$ cat src/rtl/mux_arb_pkg.sv
// Shared types for the four-lane round-robin arbiter.
// Holds the FSM state enum, lane count and grant index type.
package mux_arb_pkg;

    localparam int NUM_REQ = 4;

    typedef logic [1:0] grant_t;

    typedef enum logic [1:0] {
        IDLE,
        GRANT,
        SEND
    } arb_state_t;

endpackage

$ cat src/rtl/rr_grant.sv
// Rotating priority encoder: picks the first valid lane after last_grant.
// Ports: req_valid[3:0], last_grant[1:0] in; any, winner[1:0] out.
module rr_grant
    import mux_arb_pkg::*;
(
    input  logic [NUM_REQ-1:0] req_valid,
    input  grant_t             last_grant,
    output logic               any,
    output grant_t             winner
);

    grant_t idx;

    // Walk from lowest to highest priority so the closest lane after
    // last_grant overwrites everything else. Offset 4 is last_grant itself.
    always_comb begin
        winner = last_grant;
        idx    = last_grant;
        for (int k = NUM_REQ; k >= 1; k--) begin
            idx = last_grant + grant_t'(k);
            if (req_valid[idx]) begin
                winner = idx;
            end
        end
        any = |req_valid;
    end

endmodule

$ cat src/rtl/mux_rr_arbiter.sv
// Round-robin arbiter sharing one registered valid/ready channel among 4 lanes.
// Ports: clk, rst_n, req_valid[3:0], req_data0..3, req_ready[3:0],
//        out_valid, out_data, out_ready, sel[1:0], busy.
// Optional: define ARB_LOCK_EN to add req_lock[3:0] (hold grant on a lane).
module mux_rr_arbiter
    import mux_arb_pkg::*;
#(
    parameter int WIDTH = 8
) (
    input  logic             clk,
    input  logic             rst_n,
    input  logic [3:0]       req_valid,
    input  logic [WIDTH:0]   req_data0,
    input  logic [WIDTH:0]   req_data1,
    input  logic [WIDTH:0]   req_data2,
    input  logic [WIDTH:0]   req_data3,
`ifdef ARB_LOCK_EN
    input  logic [3:0]       req_lock,
`endif
    output logic [3:0]       req_ready,
    output logic             out_valid,
    output logic [WIDTH:0]   out_data,
    input  logic             out_ready,
    output logic [1:0]       sel,
    output logic             busy
);

    arb_state_t     state, state_nx;
    grant_t         sel_nx;
    grant_t         last_grant, last_nx;
    grant_t         ptr;
    grant_t         winner;
    logic           any;
    logic           keep;
    logic           ov_nx;
    logic [WIDTH:0] od_nx;
    logic [WIDTH:0] sel_data;

    // In SEND the search must already see the pointer that the
    // handshake is about to write, i.e. the current sel.
    assign ptr = (state == SEND) ? sel : last_grant;

    rr_grant u_rr_grant (
        .req_valid  (req_valid),
        .last_grant (ptr),
        .any        (any),
        .winner     (winner)
    );

`ifdef ARB_LOCK_EN
    assign keep = req_lock[sel] & req_valid[sel];
`else
    assign keep = 1'b0;
`endif

    always_comb begin
        case (sel)
            2'd0:    sel_data = req_data0;
            2'd1:    sel_data = req_data1;
            2'd2:    sel_data = req_data2;
            default: sel_data = req_data3;
        endcase
    end

    always_comb begin
        req_ready = '0;
        if (state == GRANT) begin
            req_ready[sel] = 1'b1;
        end
    end

    always_comb begin
        state_nx = state;
        sel_nx   = sel;
        last_nx  = last_grant;
        ov_nx    = out_valid;
        od_nx    = out_data;
        case (state)
            IDLE: begin
                if (any) begin
                    sel_nx   = winner;
                    state_nx = GRANT;
                end
            end
            GRANT: begin
                if (req_valid[sel]) begin
                    od_nx    = sel_data;
                    ov_nx    = 1'b1;
                    state_nx = SEND;
                end else begin
                    state_nx = IDLE;
                end
            end
            SEND: begin
                if (out_ready) begin
                    ov_nx = 1'b0;
                    if (keep) begin
                        state_nx = GRANT;
                    end else begin
                        last_nx = sel;
                        if (any) begin
                            sel_nx   = winner;
                            state_nx = GRANT;
                        end else begin
                            state_nx = IDLE;
                        end
                    end
                end
            end
            default: begin
                state_nx = IDLE;
            end
        endcase
    end

    always_ff @(posedge clk or negedge rst_n) begin
        if (!rst_n) begin
            state      <= IDLE;
            sel        <= 2'd0;
            last_grant <= 2'd3;
            out_valid  <= 1'b0;
            out_data   <= '0;
            busy       <= 1'b0;
        end else begin
            state      <= state_nx;
            sel        <= sel_nx;
            last_grant <= last_nx;
            out_valid  <= ov_nx;
            out_data   <= od_nx;
            busy       <= (state_nx != IDLE);
        end
    end

endmodule

$ cat config.mk
export PLATFORM = sky130hd
export DESIGN_NAME = mux_rr_arbiter
export DESIGN_NICKNAME = d
export VERILOG_FILES = /design/src/rtl/mux_arb_pkg.sv /design/src/rtl/rr_grant.sv /design/src/rtl/mux_rr_arbiter.sv
export SDC_FILE = /design/constraint.sdc
export NUM_CORES = 1
export LEC_CHECK = 0
export CAP_MARGIN = 20
export CORE_MARGIN = 3
export CORE_UTILIZATION = 38
export CTS_CLUSTER_DIAMETER = 60
export DETAILED_ROUTE_END_ITERATION = 7
export PLACE_DENSITY = 0.83
export SYNTH_ARGS = -nofsm -noshare
export SYNTH_HDL_FRONTEND = slang
export SYNTH_SLANG_ARGS = --single-unit
$ cat constraint.sdc
create_clock -name clk -period 1.7 [get_ports clk]
set_input_delay 0.17 -clock clk [delete_from_list [all_inputs] [get_ports clk]]
set_output_delay 0.17 -clock clk [all_outputs]
set_load 0.01 [all_outputs]
* After elaboration in Yosys (flattened, before gate mapping) *
Cells that the tools add are included.

storage, ports and cells
  flip-flop bits (word level) = 17
  latch bits = 0
  memory bits (writable) = 0
  memory bits (read-only) = 0
  input bits = 43
  output and inout port bits = 17
  logic and storage cells = 58
  memories kept = 0

cells by class
  $add $sub $neg = 3
  $mul = 0
  div/mod/pow operators = 0
  $lt $le $gt $ge = 5
  equality and inequality tests = 6
  shift operators = 0
  mux-type cells = 27
  bitwise gates (word level) = 0
  reduce and logical (&&, ||, !) cells = 11

operators with widths
  operator                                                                      count
  9-bit case mux with 3 select lines                                            1
  2-bit two-way mux                                                             9
  2-bit by 3-bit less-than comparator with 1-bit output, second input constant  4
  1-bit binary-select mux with 2-bit select                                     4
  1-bit two-way mux                                                             8
  2-bit case mux with 3 select lines                                            1
  2-bit AND reduction                                                           3
  2-bit nonzero test                                                            3
  2-bit adder, second input constant                                            2
  2-bit by 1-bit equality test with 1-bit output, second input constant         2
  2-bit equality test, second input constant                                    2
  2-bit logical NOT                                                             2
  4-bit two-way mux                                                             1
  2-bit case mux with 2 select lines                                            1
  4-bit OR reduction                                                            1
  3-bit AND reduction                                                           1
  2-bit by 1-bit adder with 2-bit output, second input constant                 1
  1-bit demux with 2-bit select                                                 1
  2-bit by 1-bit >= comparator with 1-bit output, second input constant         1
  2-bit by 1-bit inequality test with 1-bit output, second input constant       1
  2-bit inequality test, second input constant                                  1
  1-bit case mux with 2 select lines                                            1
  1-bit logical AND                                                             1

* Longest topological paths before layout *
Gate-level depths: netlist of run 1.

  depth after elaboration = 11
  mapped depth = 6
  mapped depth without buffers = 5

* Hierarchy *
A second synthesis of run 1 with hierarchy kept.

unflattened totals
  cell total of the unflattened synthesis = 77
  area, all modules = 1081.0 sq um

by module, submodules not included
  module          times used  cells each  area an instance (sq um)  seq. area each (sq um)
  mux_rr_arbiter  1           65          994.7                     427.9
  rr_grant        1           12          86.3                      0.0

* Worst setup path before layout of run 1 *
Ideal clock, no wire load.

  path type = reg2reg
  from = register sel[1]
  to = register out_data[5]
  data arrival time = 1.506 ns
  setup slack = 0.067 ns
  cell stages (with the launch flop) = 5
  path buffers = 2
  period minus slack after synthesis = 1.633 ns
  cell sequence = dfrtp_1 > buf_2 > clkbuf_1 > mux4_2 > mux2_1

on the way
  longest elaborated chain between the ends = 3
  elaborated cells on any way between the ends = 7
  those cells by class = eq/ne: 2; mux: 3; reduce/logical: 2

RTL lines
  what                                       RTL line               source
  from (decl)                                mux_rr_arbiter.sv:24   output logic [1:0] sel,
  from (signal assigned)                     mux_rr_arbiter.sv:126  sel <= sel_nx;
  1-bit binary-select mux with 2-bit select  mux_rr_arbiter.sv:86   if (req_valid[sel]) begin
  1-bit two-way mux (not written as such)    mux_rr_arbiter.sv:86
  2-bit AND reduction (no source line)       --
  to (signal assigned)                       mux_rr_arbiter.sv:129  out_data <= od_nx;
  to (decl)                                  mux_rr_arbiter.sv:22   output logic [WIDTH:0] out_data,

Parallel ways exist; a longest one is shown, timed or not. The select of a mux whose other input is x is not followed.
A chain may end at the register's enable or synchronous reset.

* Worst setup path in the final report of run 1 *
  from = register state[0]
  to = register sel[0]

on the way
  longest elaborated chain between the ends = 11
  elaborated cells on any way between the ends = 21
  those cells by class = add/sub: 3; eq/ne: 2; mux: 13; reduce/logical: 3

RTL lines
  what                                       RTL line                                     source
  from (decl)                                mux_rr_arbiter.sv:28                         arb_state_t state, state_nx;
  from (signal assigned)                     mux_rr_arbiter.sv:125                        state <= state_nx;
  2-bit equality test                        mux_rr_arbiter.sv:41, mux_rr_arbiter.sv:78
  2-bit two-way mux                          mux_rr_arbiter.sv:41                         assign ptr = (state == SEND) ? sel : last_grant;
  2-bit adder                                rr_grant.sv:20                               idx = last_grant + grant_t'(k);
  1-bit binary-select mux with 2-bit select  rr_grant.sv:21                               if (req_valid[idx]) begin
  1-bit two-way mux (not written as such)    rr_grant.sv:21
  2-bit two-way mux (3 in a row)             rr_grant.sv:21
  2-bit two-way mux                          mux_rr_arbiter.sv:80, mux_rr_arbiter.sv:101
  2-bit two-way mux                          mux_rr_arbiter.sv:95                         if (out_ready) begin
  2-bit case mux with 2 select lines         mux_rr_arbiter.sv:78                         case (state)

Parallel ways exist; a longest one is shown, timed or not. The select of a mux whose other input is x is not followed.

==> results of run 1 <==
-- worst max path at each step --
stage,cells after the start,end
floorplan,4,out_data[5]
global placement,4,out_data[8]
detailed placement,4,out_data[6]
CTS,6,sel[1]
global route,6,sel[0]
finish,6,sel[0]
-- synthesized netlist by cell type, drive strengths merged (3+ instances only) --
cell / count / share of area
dfrtp: 15 / 0.35
mux4: 10 / 0.21
nor3b: 4 / 0.028
o21ai: 4 / 0.019
buf: 4 / 0.029
nand2: 4 / 0.021
mux2: 12 / 0.13
inv: 3 / 0.011
-- metal layers --
layer	vias up	wire (um)	track usage	share of wire
met5	-	0	0	0
met4	0	30	0.0712	0.0093
met3	4	173	0.0349	0.054
met2	39	1780	0.383	0.55
met1	494	1240	0.238	0.39
li1	469	-	-	-
-- metrics by stage --
| stage | setup slack [ns] | cells | util | total power [mW] | TNS, ns |
|---|---|---|---|---|---|
| 4_1_cts | 0.0293 | 186 | 0.719 | 2.91 | 0 |
| 3_3_place_gp | -0.0348 | 178 | 0.692 | 2.54 | -0.277 |
| 6_report | 0.0628 | 186 | 0.723 | 2.92 | 0 |
| 5_1_grt | -0.00916 | 186 | 0.723 | 3.12 | -0.00916 |
| 2_1_floorplan | 0.0667 | 80 | - | 1.76 | 0 |
| 3_5_place_dp | -0.0876 | 178 | 0.692 | 2.60 | -0.750 |
-- power by group through the flow --
stage          logic [mW]  registers [mW]  clock network [mW]
3_3_place_gp         1.74           0.794                   0
5_1_grt              2.08           0.787               0.252
2_1_floorplan       0.939           0.824                   0
3_5_place_dp         1.79           0.806                   0
4_1_cts              1.93           0.758               0.225
6_report             1.93           0.763               0.225
-- sequential cells by signal, summed over array words and instances, names as in the netlist --
register    cells
state           2
out_data        9
last_grant      2
busy            1
out_valid       1
sel             2
-- cell families after synthesis --
family                 count (synthesis)  synth area share
multiplexers                          24             0.360
AND/OR/NAND/NOR                       18             0.107
flip-flops                            17             0.401
AO/OA/AOI/OAI                         13            0.0891
buffers and inverters                  8            0.0434
-- critical path: stages, from the launching register on --
cell and delay [ns]:
dfrtp_1 0.40, buf_4 0.15, nand2b_4 0.18, nor3b_1 0.19
a31oi_1 0.08, and3_1 0.21, o32a_1 0.32
-- area by class of cell --
| class | count | share of cell area |
|---|---|---|
| clock buffer | 4 | 0.0142 |
| tap | 30 | 0.0202 |
| inverter | 3 | 0.00607 |
| multi-input combinational | 55 | 0.331 |
| timing repair buffer | 77 | 0.397 |
| sequential | 17 | 0.231 |
-- what timing repair did --
item                                    CTS  global route
setup buffers                             4             0
gates resized for setup                   8             3
endpoints found under the setup margin    8             2
==> results.md, run 1 <==
- Of the cells placed in the final design, the portion with a size suffix greater than 1 is 0.276.
- For this block, the routed nets add up to 3.23 mm of wire.
- In this run the power density over the cells is 1570 mW/mm^2.
- Timing would allow up to 611 MHz.
- The startpoint type of the worst setup path is a register.
- The async set or reset register ratio after synthesis is 1.00.
- Of the total power, the clock network draws 0.077.
- The synthesized netlist contains 31 unique library cells.
- The count of input and output buffers is 59.
- STA classifies the critical path endpoint as a register.
- The start point of the critical path is state[0].
- The die area is 0.00348 mm^2.
- The mean cell area of the mapped netlist is 13.3 um^2.
- The worst reg-to-reg setup slack is 0.06 ns.
- Yosys mapped a number of flops with a built-in enable equal to 0.
- For this run, the number of Yosys warnings is 0.
- The worst flop-to-flop path startpoint is state[0].
- The flow ran to the end, and the final reports show no timing, DRC or antenna violations.
- At the worst endpoint, the required time is 1.89 ns.
- The floorplan step set the die width to 59.0 um.
- The arrival time reported for the critical path endpoint is 1.82 ns.
- For the worst flop-to-flop path, the logic depth is 6.
- The proportion of power drawn by combinational gates is 0.662.
- The net switching power of the design is 1.04 mW.
- The count of nets left with antenna violations once routing finished came out at 0.
- The peak supply drop is 1.03 mV.
- Entering global routing, the biggest net connects 18 pins.
- For this design, the CTS-stage hold fixing added 0 buffers.
- The switching power share of the total is 0.358.
- The count of final setup violators is 0.
- The min-delay analysis places its worst path in the category input port to asynchronous set/reset pin.
- Of the available clock period, the critical path in the final layout requires 0.963.
- The post-DP HPWL is 2.62 mm.
- When the netlist entered floorplanning its net count stood at 123.
- The final hold slack is 0.193 ns.
- The first TritonRoute pass finished after 4 iterations.
- The post-detailed-route via-to-cell ratio is 5.41.
- The leading cell type in the layout, fill and taps excluded is clkdlybuf4s50_1.
- The count of pins over their slew limit is 0.
- The hold violation count in the final report is 0.
- Summing all non-filler instances in the final layout gives an area of 0.00186 mm^2.
- For the final database, setup skew stands at 0.00387 ns.
- The number of antenna diodes in the final layout is 0.
- Clock-pin slew was measured on the worst setup and hold paths at 0.10 ns.
- After floorplanning, the core was sized to cover 0.00257 mm^2.
- The minimum clock period after layout is 1.64 ns.
- Clock tree synthesis inserted a total of 3 buffers.
- At the end of the flow, the number of nets in the layout was 200.
- In this run the count of I/O pins placed on the die edge is 60.
- In the layout the commonest cells are clkdlybuf4s50_1 (55), buf_4 (16), dfrtp_1 (14).
- The register area is 429 um^2.
- For this configuration, the core starts out at a cell density of 0.416.
- The worst pin sits at a relative slew slack of 0.788.
- Of the synthesized area, sequential elements account for 0.401.
- The floorplan has 18 rows.
- In the synthesized netlist, the number of instances is 80.
- The internal power of the cells totals 1.88 mW.
- The via count of the first global-routing pass is 1150.
- For this run, the leading register cell type out of synthesis is dfrtp_1.
- The violation count after the first detailed-routing iteration is 20.
- The type of the setup path with the least slack is register to register.
- The clock net in this run drives a total of 17 sinks.
- From bottom edge to top edge, the die measures 59.0 um.
- In this run the number of H-tree levels came out at 1.
- For the pin with the worst max-slew slack, the measured transition is 0.309 ns.
- For this run the aggregate overflow at the end of global routing stands at 0.
- Summing over every cut layer, the via total after detailed routing is 1006.
- The leakage power summed over all cells is 0.773 nW.
- The terminus of the critical flop-to-flop path is sel[0].
- Of the total power, registers draw 0.261.
- Max-cap violations in this run came to 0.
- The placed instances occupy a cell area of 0.00178 mm^2.
- Fill cells in the final layout number 202.
- The TritonCTS clock tree is done.
- For the worst-skew pair, the clock arrives at the later sink with an insertion delay of 0.29 ns.
- The number of antenna violations at the first check in global routing came to 0.
- The layout-stage area growth over the synthesis result is 73.9%.
- The maximum root-to-sink buffer count is 2.
- The tree is rooted in a clkbuf_4.
- The DRC violation count after routing is 0.
- Summing every instance area after synthesis gives 0.00107 mm^2.
- The wire length of the first global-routing pass is 5.31 mm.
- The overall global routing resource usage is 0.207.
- The global placement routability congestion is 0.931.
- The largest driver fanout on the critical path is 8.
- Synthesis inferred 17 register bits.
- The footprint of the multi-input gates is 614 um^2.
- The average wire per cell in the routed design is 17.3 um.
No activity file was read; power rests on OpenSTA's default activity.
==> inputs of run 2 (changes only) <==
--- a/config.mk
+++ b/config.mk
@@ -5,6 +5,7 @@
 export SDC_FILE = /design/constraint.sdc
 export NUM_CORES = 1
 export LEC_CHECK = 0
+export ABC_CLOCK_PERIOD_IN_PS = 1700
 export CAP_MARGIN = 20
 export CORE_MARGIN = 3
 export CORE_UTILIZATION = 38
==> results of run 2 <==
The final DEF is identical to that of run 1; final timing and power are the same.
==> inputs of run 3 (changes only) <==
==> constraint.sdc (replaced) <==
create_clock -name clk -period 1.7 [get_ports clk]
set_input_delay 0.255 -clock clk [delete_from_list [all_inputs] [get_ports clk]]
set_output_delay 0.255 -clock clk [all_outputs]
set_load 0.01 [all_outputs]
==> results.md, run 3 (same netlist as run 1, synthesis figures left out) <==
- Outcome: finished clean (unchanged).
- The average wire per cell in the routed design came to 18.1 um (was 17.3 um).
- The switching power share of the total is 0.359 (was 0.358).
- The via count of the routed design is 1054 (was 1006).
- The net count reported at finish is 201 (was 200).
- The achievable frequency is 588 MHz (was 611 MHz).
- The overall overflow remaining after global route is 0 (unchanged).
- The post-detailed-route via-to-cell ratio is 5.64 (was 5.41).
- The leading cell type in the layout, fill and taps excluded is clkdlybuf4s50_1 (unchanged).
- The post-route cell area is 0.00185 mm^2 (was 0.00186 mm^2).
- The data required time of the worst path came to 1.88 ns (was 1.89 ns).
- The startpoint type of the worst setup path is a register (unchanged).
- The starting density of the core is 0.416 (unchanged).
- The top-level port count is 60 (unchanged).
- The register share of total power was 0.267 (was 0.261).
- The total routed wirelength is 3.38 mm (was 3.23 mm).
- The largest register by flop count was out_data (unchanged).
- The number of buffers created by CTS is 3 (unchanged).
- The placed instance area is 0.00177 mm^2 (was 0.00178 mm^2).
- The clock latency at the later pin of the worst-skew pair is 0.29 ns (about the same).
- The leakage power summed over all cells was 0.771 nW (was 0.773 nW).
- The die extent in x is 59.0 um (unchanged).
- The worst-case headroom to the max-slew limit is 0.693 (was 0.788).
- The count of pins over their slew limit is 0 (unchanged).
- The number of buffers inserted for hold repair after clock tree synthesis is 0 (unchanged).
- The peak supply drop is 1.14 mV (was 1.03 mV).
- The total clock sinks came to 17 (unchanged).
- The number of flip-flops in the largest register was 9 (unchanged).
- The hold violation count in the final report is 0 (unchanged).
- The DRC violation count after routing was 0 (unchanged).
- The post-route antenna net violation count is 0 (unchanged).
- Most frequent cells in the layout: clkdlybuf4s50_1 (54), buf_4 (16), dfrtp_1 (14) (was clkdlybuf4s50_1 (55), buf_4 (16), dfrtp_1 (14)).
- The overall power of the completed layout came to 2.89 mW (was 2.92 mW).
- The largest net degree at the start of global routing is 18 (unchanged).
- The minimum setup slack in the final design is 0.000731 ns (was 0.0628 ns).
- The final antenna diode count is 0 (unchanged).
- The arrival time reported for the critical path endpoint is 1.87 ns (was 1.82 ns).
- The overall global routing resource usage was 0.204 (was 0.207).
- The CTS H-tree depth is 1 (unchanged).
- The total power density per cell area was 1560 mW/mm^2 (was 1570 mW/mm^2).
- The clock skew after layout is 0.00551 ns (was 0.00387 ns).
- The wire length of the first global-routing pass was 5.30 mm (was 5.31 mm).
- The type of the worst min-delay path is input port to asynchronous set/reset pin (unchanged).
- The final cell count without fillers is 187 (was 186).
- The first-pass iteration count of the detailed router is 4 (unchanged).
- The clock input transition at the sequential cells of the worst setup and hold paths is 0.10 ns (about the same).
- The maximum root-to-sink buffer count is 2 (unchanged).
- The type of the setup path with the least slack is register to register (unchanged).
- The global placement routability congestion is 0.838 (was 0.931).
- The net switching power of the design is 1.04 mW (about the same).
- The share of the clock period used by the worst path after layout is 1.00 (was 0.963).
- The slew of the pin with the lowest slew margin is 0.457 ns (was 0.309 ns).
- The final hold slack is 0.276 ns (was 0.193 ns).
- The area of the core is 0.00257 mm^2 (unchanged).
- The worst flop-to-flop path startpoint is state[1] (was state[0]).
- The proportion of power drawn by combinational gates is 0.656 (was 0.662).
- The number of antenna violations at the first check in global routing came to 0 (unchanged).
- The count of final setup violators is 0 (unchanged).
- The max capacitance violation total came to 0 (unchanged).
- The die extent in y is 59.0 um (unchanged).
- The layout cell share with drive strength beyond 1 was 0.299 (was 0.276).
- The clock network fraction of design power is 0.077 (about the same).
- The die area is 0.00348 mm^2 (unchanged).
- The layout-stage area growth over the synthesis result is 73.4% (was 73.9%).
- The start point of the critical path is state[1] (was state[0]).
- The count of input and output buffers is 59 (unchanged).
- The post-DP HPWL is 2.63 mm (was 2.62 mm).
- The post-placement worst setup slack is -0.141 ns (was -0.0876 ns).
- The master cell of the clock root buffer is clkbuf_4 (unchanged).
- The cell-internal power is 1.85 mW (was 1.88 mW).
- The number of rows in the core area is 18 (unchanged).
- The violation count after the first detailed-routing iteration is 33 (was 20).
- The TritonCTS clock tree is done (unchanged).
- The largest driver fanout on the critical path is 3 (was 8).
- The via count of the first global-routing pass is 1194 (was 1150).
- The minimum clock period after layout came to 1.70 ns (was 1.64 ns).
- The sort of element at the end of the critical path is a register (unchanged).
- The post-placement cell count came to 179 (was 178).
-- run 3: metal layers --
| metal | vias to the layer above | share of wire | wire length, um | track usage |
|---|---|---|---|---|
| li1 | 465 | - | - | - |
| met1 | 522 | 0.34 | 1160 | 0.206 |
| met2 | 47 | 0.54 | 1840 | 0.377 |
| met3 | 20 | 0.057 | 194 | 0.0392 |
| met4 | 0 | 0.056 | 191 | 0.133 |
| met5 | - | 0 | 0 | 0 |
-- run 3: cell type report --
type | instances | area, um^2
Fill cell | 204 | 717
Timing Repair Buffer | 78 | 732
Multi-Input combinational cell | 55 | 614
Sequential cell | 17 | 429
Tap cell | 30 | 37.5
Inverter | 3 | 11.3
Clock buffer | 4 | 26.3
-- run 3: critical path, cell delays in order (launching register included) --
cell	delay, ns
dfrtp_1	0.41
buf_4	0.16
buf_4	0.14
a211oi_1	0.38
nand2_1	0.13
o32a_1	0.37
-- run 3: timing repair --
item,in CTS,in global routing
setup buffers,3,1
endpoints found under the hold margin,0,0
endpoints found under the setup margin,7,7
resized for setup,10,12
-- run 3: power groups by stage --
stage | clock [mW] | combinational (mW) | sequential (mW)
floorplan | 0 | 0.939 | 0.824
global placement | 0 | 1.73 | 0.777
detailed placement | 0 | 1.77 | 0.791
CTS | 0.226 | 1.89 | 0.768
global route | 0.242 | 2.05 | 0.798
finish | 0.222 | 1.90 | 0.772
-- run 3: metrics by stage --
| step | setup TNS (ns) | utilization |
|---|---|---|
| after floorplan | 0 | - |
| after global placement | -1.15 | 0.691 |
| after detailed placement | -1.47 | 0.691 |
| after CTS | 0 | 0.717 |
| after global routing | -0.152 | 0.721 |
| final | 0 | 0.721 |
-- run 3: worst paths after layout --
kind / depth (start not counted) / slack, ns / to
max in group asynchronous: 2 / 1.17 / last_grant[0]
min: 2 / 0.28 / state[0]
min in group clk: 1 / 0.50 / out_data[2]
max reg2reg: 5 / 0.0007 / sel[1]
min reg2reg: 1 / 0.50 / out_data[2]
max: 5 / 0.0007 / sel[1]
